File: src/rtl/gpr_bank.sv
// Parametrised register bank: NUM_RD combinational read ports, two prioritised
// write ports, optional write-to-read bypass and a per-register pending-write scoreboard.
module gpr_bank #(
    parameter int DATA_W   = 32,
    parameter int ADDR_W   = 5,
    parameter int NUM_RD   = 2,
    parameter int BYPASS   = 1,
    parameter int ZERO_REG = 1
) (
    input  logic                     clk,
    input  logic                     reset,
    input  logic [NUM_RD*ADDR_W-1:0] rd_addr,
    output logic [NUM_RD*DATA_W-1:0] rd_data,
    output logic [NUM_RD-1:0]        rd_busy,
    input  logic                     we0,
    input  logic [ADDR_W-1:0]        wa0,
    input  logic [DATA_W-1:0]        wd0,
    input  logic                     we1,
    input  logic [ADDR_W-1:0]        wa1,
    input  logic [DATA_W-1:0]        wd1,
    input  logic                     claim_en,
    input  logic [ADDR_W-1:0]        claim_addr,
    output logic                     zero_wr_err,
    output logic                     wr_conflict
);

    localparam int DEPTH = 1 << ADDR_W;
    localparam logic [ADDR_W-1:0] ZERO_IDX = '0;

    logic [DATA_W-1:0] regs_q [DEPTH];
    logic [DATA_W-1:0] regs_d [DEPTH];
    logic [DEPTH-1:0]  busy_q;
    logic [DEPTH-1:0]  busy_d;
    logic              zero_wr_err_q;
    logic              zero_wr_err_d;
    logic              wr_conflict_q;
    logic              wr_conflict_d;
    logic [ADDR_W-1:0] raddr_s [NUM_RD];

    // Next-state for storage and scoreboard; port 1 beats port 0, a claim beats a clear.
    always_comb begin
        for (int i = 0; i < DEPTH; i++) begin
            if ((ZERO_REG != 0) && (i == 0)) begin
                regs_d[i] = '0;
                busy_d[i] = 1'b0;
            end else begin
                if (we1 && (wa1 == ADDR_W'(i))) begin
                    regs_d[i] = wd1;
                end else if (we0 && (wa0 == ADDR_W'(i))) begin
                    regs_d[i] = wd0;
                end else begin
                    regs_d[i] = regs_q[i];
                end

                if (claim_en && (claim_addr == ADDR_W'(i))) begin
                    busy_d[i] = 1'b1;
                end else if ((we0 && (wa0 == ADDR_W'(i))) || (we1 && (wa1 == ADDR_W'(i)))) begin
                    busy_d[i] = 1'b0;
                end else begin
                    busy_d[i] = busy_q[i];
                end
            end
        end
    end

    // Error flag next-state: same-index dual write, and any write aimed at the hardwired zero register.
    always_comb begin
        wr_conflict_d = we0 && we1 && (wa0 == wa1);
        zero_wr_err_d = (ZERO_REG != 0) &&
                        ((we0 && (wa0 == ZERO_IDX)) || (we1 && (wa1 == ZERO_IDX)));
    end

    // State registers with asynchronous active-low clear.
    always_ff @(posedge clk or negedge reset) begin
        if (!reset) begin
            for (int i = 0; i < DEPTH; i++) begin
                regs_q[i] <= '0;
            end
            busy_q        <= '0;
            zero_wr_err_q <= 1'b0;
            wr_conflict_q <= 1'b0;
        end else begin
            for (int i = 0; i < DEPTH; i++) begin
                regs_q[i] <= regs_d[i];
            end
            busy_q        <= busy_d;
            zero_wr_err_q <= zero_wr_err_d;
            wr_conflict_q <= wr_conflict_d;
        end
    end

    // Combinational read ports; bypass is suppressed while reset holds the bank cleared.
    always_comb begin
        rd_data = '0;
        rd_busy = '0;
        for (int k = 0; k < NUM_RD; k++) begin
            raddr_s[k] = rd_addr[k*ADDR_W +: ADDR_W];
            if ((ZERO_REG != 0) && (raddr_s[k] == ZERO_IDX)) begin
                rd_data[k*DATA_W +: DATA_W] = '0;
            end else if ((BYPASS != 0) && reset && we1 && (wa1 == raddr_s[k])) begin
                rd_data[k*DATA_W +: DATA_W] = wd1;
            end else if ((BYPASS != 0) && reset && we0 && (wa0 == raddr_s[k])) begin
                rd_data[k*DATA_W +: DATA_W] = wd0;
            end else begin
                rd_data[k*DATA_W +: DATA_W] = regs_q[raddr_s[k]];
            end
            rd_busy[k] = busy_q[raddr_s[k]];
        end
    end

    assign zero_wr_err = zero_wr_err_q;
    assign wr_conflict = wr_conflict_q;

endmodule

File: config.mk
export PLATFORM = sky130hd
export DESIGN_NAME = gpr_bank
export DESIGN_NICKNAME = d
export VERILOG_FILES = /design/src/rtl/gpr_bank.sv
export SDC_FILE = /design/constraint.sdc
export NUM_CORES = 2
export LEC_CHECK = 0
export CORE_ASPECT_RATIO = 0.7
export CORE_MARGIN = 2
export CORE_UTILIZATION = 35
export CTS_CLUSTER_SIZE = 10
export DETAILED_ROUTE_END_ITERATION = 12
export HOLD_SLACK_MARGIN = 0.1
export SETUP_SLACK_MARGIN = 0.05
export SKIP_LAST_GASP = 1
export SLEW_MARGIN = 10
export SYNTH_ARGS = -nofsm -noshare
export SYNTH_HDL_FRONTEND = slang
export SYNTH_SLANG_ARGS = --single-unit
File: constraint.sdc
create_clock -name clk -period 7.4 [get_ports clk]
set_input_delay 1.48 -clock clk [delete_from_list [all_inputs] [get_ports clk]]
set_output_delay 1.48 -clock clk [all_outputs]
set_load 0.01 [all_outputs]
# Word-level counts from Yosys, hierarchy flattened
# Cells that the tools add are included.
# word_totals
register_bits,1025
inputBits,94
out_inout_bits,68
elab_cells,509
# op_classes
n_lt_le_gt_ge,4
n_eq_ne,98
n_mux,140
bitwise,2
n_reduce_logical,201
# op_table
op,count
$mux 32,72
$bmux 32 s5,2
$eq 5x5->1 const B,48
$reduce_bool 2->1,62
$eq 5x4->1 const B,24
$logic_and 1x1->1,103
$mux 1,64
$eq 5x3->1 const B,12
$logic_or 1x1->1,32
$eq 5x2->1 const B,6
$eq 5x5->1,5
$logic_not 5->1,4
$eq 5x1->1 const B,3
$ge 6x6->1 const B,2
$lt 5x6->1 const B,2
$not 5->6,2
$bmux 1 s5,2

# Logic depth before layout (Yosys ltp)
# logic_depth
depth_word,7
depth_mapped,11
ltp_nobuf,6

# Worst setup path before layout
# No wires, ideal clock.
# synth_timing
path_kind,input port to output port
from,input port rd_addr[1]
to,output port rd_busy[0]
arrival_time_ns,3.474
required_ns,5.920
setup_slack_ns,2.446
path_stages,7
n_path_buf,4
cell_sequence,clkbuf_1 -> buf_2 -> buf_2 -> clkbuf_1 -> mux4_2 -> mux4_2 -> mux2_2
# synth_between
elab_chain_len,2
# synth_lines
element,line,text
from (decl),12,"input logic [NUM_RD*ADDR_W-1:0] rd_addr,"
$bmux 1 s5,107,rd_busy[k] = busy_q[raddr_s[k]];
$mux 1 (not written as such),107,
to (decl),14,"output logic [NUM_RD-1:0] rd_busy,"
# Every way passes these cells. The select of a mux whose other input is x is not followed.

# Final worst setup path
# layout_timing
from,input port rd_addr[1]
to,output port rd_data[1]
# layout_between
elab_chain_len,7
word_cells_on_any_way,12
cone_classes,2 x eq/ne; 6 x mux; 1 x bitwise; 3 x reduce/logical
# layout_lines
element,line,text
$not 5->6 (not written as such),105,rd_data[k*DATA_W +: DATA_W] = regs_q[raddr_s[k]];
$bmux 32 s5,105,
$mux 32 (not written as such) (2 in series),105,
$mux 32,102,end else if ((BYPASS != 0) && reset && we0 && (wa0 == raddr_s[k])) begin
$mux 32,100,end else if ((BYPASS != 0) && reset && we1 && (wa1 == raddr_s[k])) begin
$mux 32 (*),98,if ((ZERO_REG != 0) && (raddr_s[k] == ZERO_IDX)) begin
to (decl),13,"output logic [NUM_RD*DATA_W-1:0] rd_data,"
# Mark *: on every way between the ends. The rest lies on a longest branch, timed or not. The select of a mux whose other input is x is not followed.

==> run summary <==
Worst r2r path cells: 2
Rel. slew slack: 0.06104
Reg-to-Reg Start: regs_q[825]
Clock Latency Late Sink: 0.78 ns
Reg2reg setup slack: 6.52 ns
Comb power frac: 0.269
Syn nets: 6,963
Tcrit/Tclk final: 0.9663
Seq/Total Area, Yosys: 0.3895
Cell Pwr Density: 262.1 mW/mm2
YS warnings: 0
Initial drt markers: 8,658
CTS Buf Count: 119
Largest stage delay on the critical path: 0.73 ns
EDFF count, synth: 0
CP Max Fanout: 49
CTS tree: yes
Synth Cell Area: 0.06586 mm2
Most common cell after layout, fill and taps aside: mux2i_1
Worst-path clk slew: 0.06 ns
CP endpoint kind: primary output
Max-cap viol count: 0
Setup-failing EPs final: 0
Vias after detailed routing: 57.88k
All-Layer GR Usage: 0.2871
Pre-Repair DR Iteration Count: 6
Syn Area/Cell: 9.588 um2
H-tree depth: 3
Static Leak: 32.05 nW
First-pass GRT wire length: 405,000 um
Final Max Tran Viols: 0
Final hold violations: 0
Leading area contributor after synthesis: dfrtp_1
Post-CTS Setup Inserts: 0
DR vias/cell: 6.374
ANT nets after route: 0
Maximum clock path buffer count: 3
Core ar.: 0.1874 mm2
Yosys reg bits: 1,025
Root Buffer: clkbuf_16
Crit path depth: 9
Worst-Margin Slew: 1.408 ns
RSZ-0062 raised after global routing: false
Top cell type's share of synthesized area: 0.3895
Clock skew: 0 ns
Setup TNS: 0 ns
Die width: 522.5 um
Psw: 6.431 mW
Chip height: 366.9 um
Clk sinks: 1,025
Max VDD drop: 0.0001913 V
Largest net degree at the start of global routing: 161
Critical path class: in -> out
FP Rows: 133
Starting Density: 0.3515
Proportion of layout cells with a drive suffix above 1: 0.1056
Worst Hold Path Cells: 1
Placed Area: 0.06960 mm2
Seq pwr share: 0.440
Dpl hpwl: 164,600 um
Area Overhead vs Synth: 10.95%
Number of global-route vias before repair: 54.41k
Design area: 0.07307 mm2
Post-Syn Instances: 6,869
# DRC: 0
Crit-path most repeated cell: buf_4
Internal: 12.72 mW
Type of origin of the critical path: primary input
Worst Path Required: 5.92 ns
F_max: 139.8 MHz
Crit path buffers/inverters: 4
Netlist cell types: 46
Hold/Removal Path Class: reg -> reg
GP Congestion: 0.9214
Routed WL: 284,900 um
Status: completed
Top cells by area, synth: dfrtp_1, mux2i_1, a21oi_1, mux4_2, nor2_1
Wire per inst: 31.38 um
Slowest-stage cell, CP: o21ai_0
Initial antenna violation count: 16
Main synth FF type: dfrtp_1
Fin crit period: 7.151 ns
IO Count: 162
Most frequent cells in the layout: mux2i_1, dfrtp_1, nor2_1
Grt ovf: 0
CP startpoint: rd_addr[1]
Nets: 6,613
Cts-stage hold buffer count: 0
Die Area: 0.1917 mm2
Crit path capture: rd_data[1]
Reg-to-reg endpoint: regs_q[825]
Cts repair resizes: 0
Sw Ratio: 0.3358
Crit path cell chain: buf_6 > or2_4 > nor4_1 > nor3_2 > buf_4 > buf_4 > o311ai_0 > o21ai_0 > clkdlybuf4s50_1
Ys async rst share: 1.000
Arrival time at the worst endpoint: 5.67 ns
Clock share of power: 0.291
I/O Buffers: 161
Cell family with most CP delay: buffers and inverters
==> worst min path at each step <==
stage / from / to
after floorplan: busy_q[3] / busy_q[3]
after global placement: busy_q[10] / busy_q[10]
after detailed placement: busy_q[1] / busy_q[1]
after CTS: busy_q[1] / busy_q[1]
after global routing: busy_q[29] / busy_q[29]
final: busy_q[1] / busy_q[1]
==> cell usage after synthesis, drive strengths merged, types with 21 or more instances <==
master / n
nand2b: 78
nor2b: 51
buf: 306
o22ai: 256
mux2i: 1632
or3: 33
xnor2: 21
a2111oi: 31
nand2: 326
a311oi: 32
nor3: 106
o21ai: 300
inv: 34
a211o: 31
o311ai: 31
a21oi: 738
nor2: 762
a221o: 32
mux2: 68
a221oi: 63
mux4: 146
dfrtp: 1025
a31oi: 32
clkbuf: 557
a22oi: 96
==> worst reg2reg max path, stage by stage (launching register included) <==
cell	delay [ns]
dfrtp_1	0.43
mux2i_1	0.18
a21oi_1	0.11
==> kinds of logic after synthesis <==
logic type	after synthesis	synth area share
DFF	1025	0.3895
muxes	1846	0.3096
AOI/OAI and AO/OA	1666	0.1505
buffers and inverters	897	0.05643
and+or+nand+nor	1410	0.09072
xor gates and xnor gates	25	0.003325
==> power by group through the flow <==
stage               registers (mW)  logic [mW]  clock network (mW)
floorplan                     8.01        3.64                   0
detailed placement            8.42        5.06                   0
global route                  8.58        5.54                5.82
CTS                           8.34        5.06                5.60
global placement              8.33        4.92                   0
finish                        8.43        5.14                5.58
==> routing by layer <==
| metal | global-route usage | routed length, um |
|---|---|---|
| met4 | 0.1604 | 18060 |
| met1 | 0.3896 | 113100 |
| met5 | 0 | 24 |
| met2 | 0.4079 | 119400 |
| met3 | 0.08159 | 34280 |
==> state kept, by name, indices dropped and copies added (netlist names) <==
signal and cells:
regs_q 992, wr_conflict 1, busy_q 31, zero_wr_err 1
==> per-stage QoR <==
step / util / cells / hold slack [ns] / setup WS [ns] / power [mW]
final: 0.3900 / 9081 / 0.5474 / 0.2491 / 19.15
after global routing: 0.3899 / 9075 / 0.5743 / 0.3888 / 19.94
after CTS: 0.3898 / 9069 / 0.5471 / 0.4269 / 19.00
after detailed placement: 0.3714 / 8895 / 0.5335 / 0.4512 / 13.48
after global placement: 0.3714 / 8895 / 0.5185 / 0.4764 / 13.25
after floorplan: - / 6869 / 0.5044 / 2.446 / 11.65
==> final cells by class <==
class	instances	area, um2
clock inverter	12	141.4
timing repair buffer	392	3632
inverter	34	127.6
antenna	12	30.03
clock buffer	162	3301
sequential	1025	25650
multi-input combinational	4947	37070
fill	18260	114300
tap	2497	3124
Note: power is estimated with default switching activity, not from simulation.
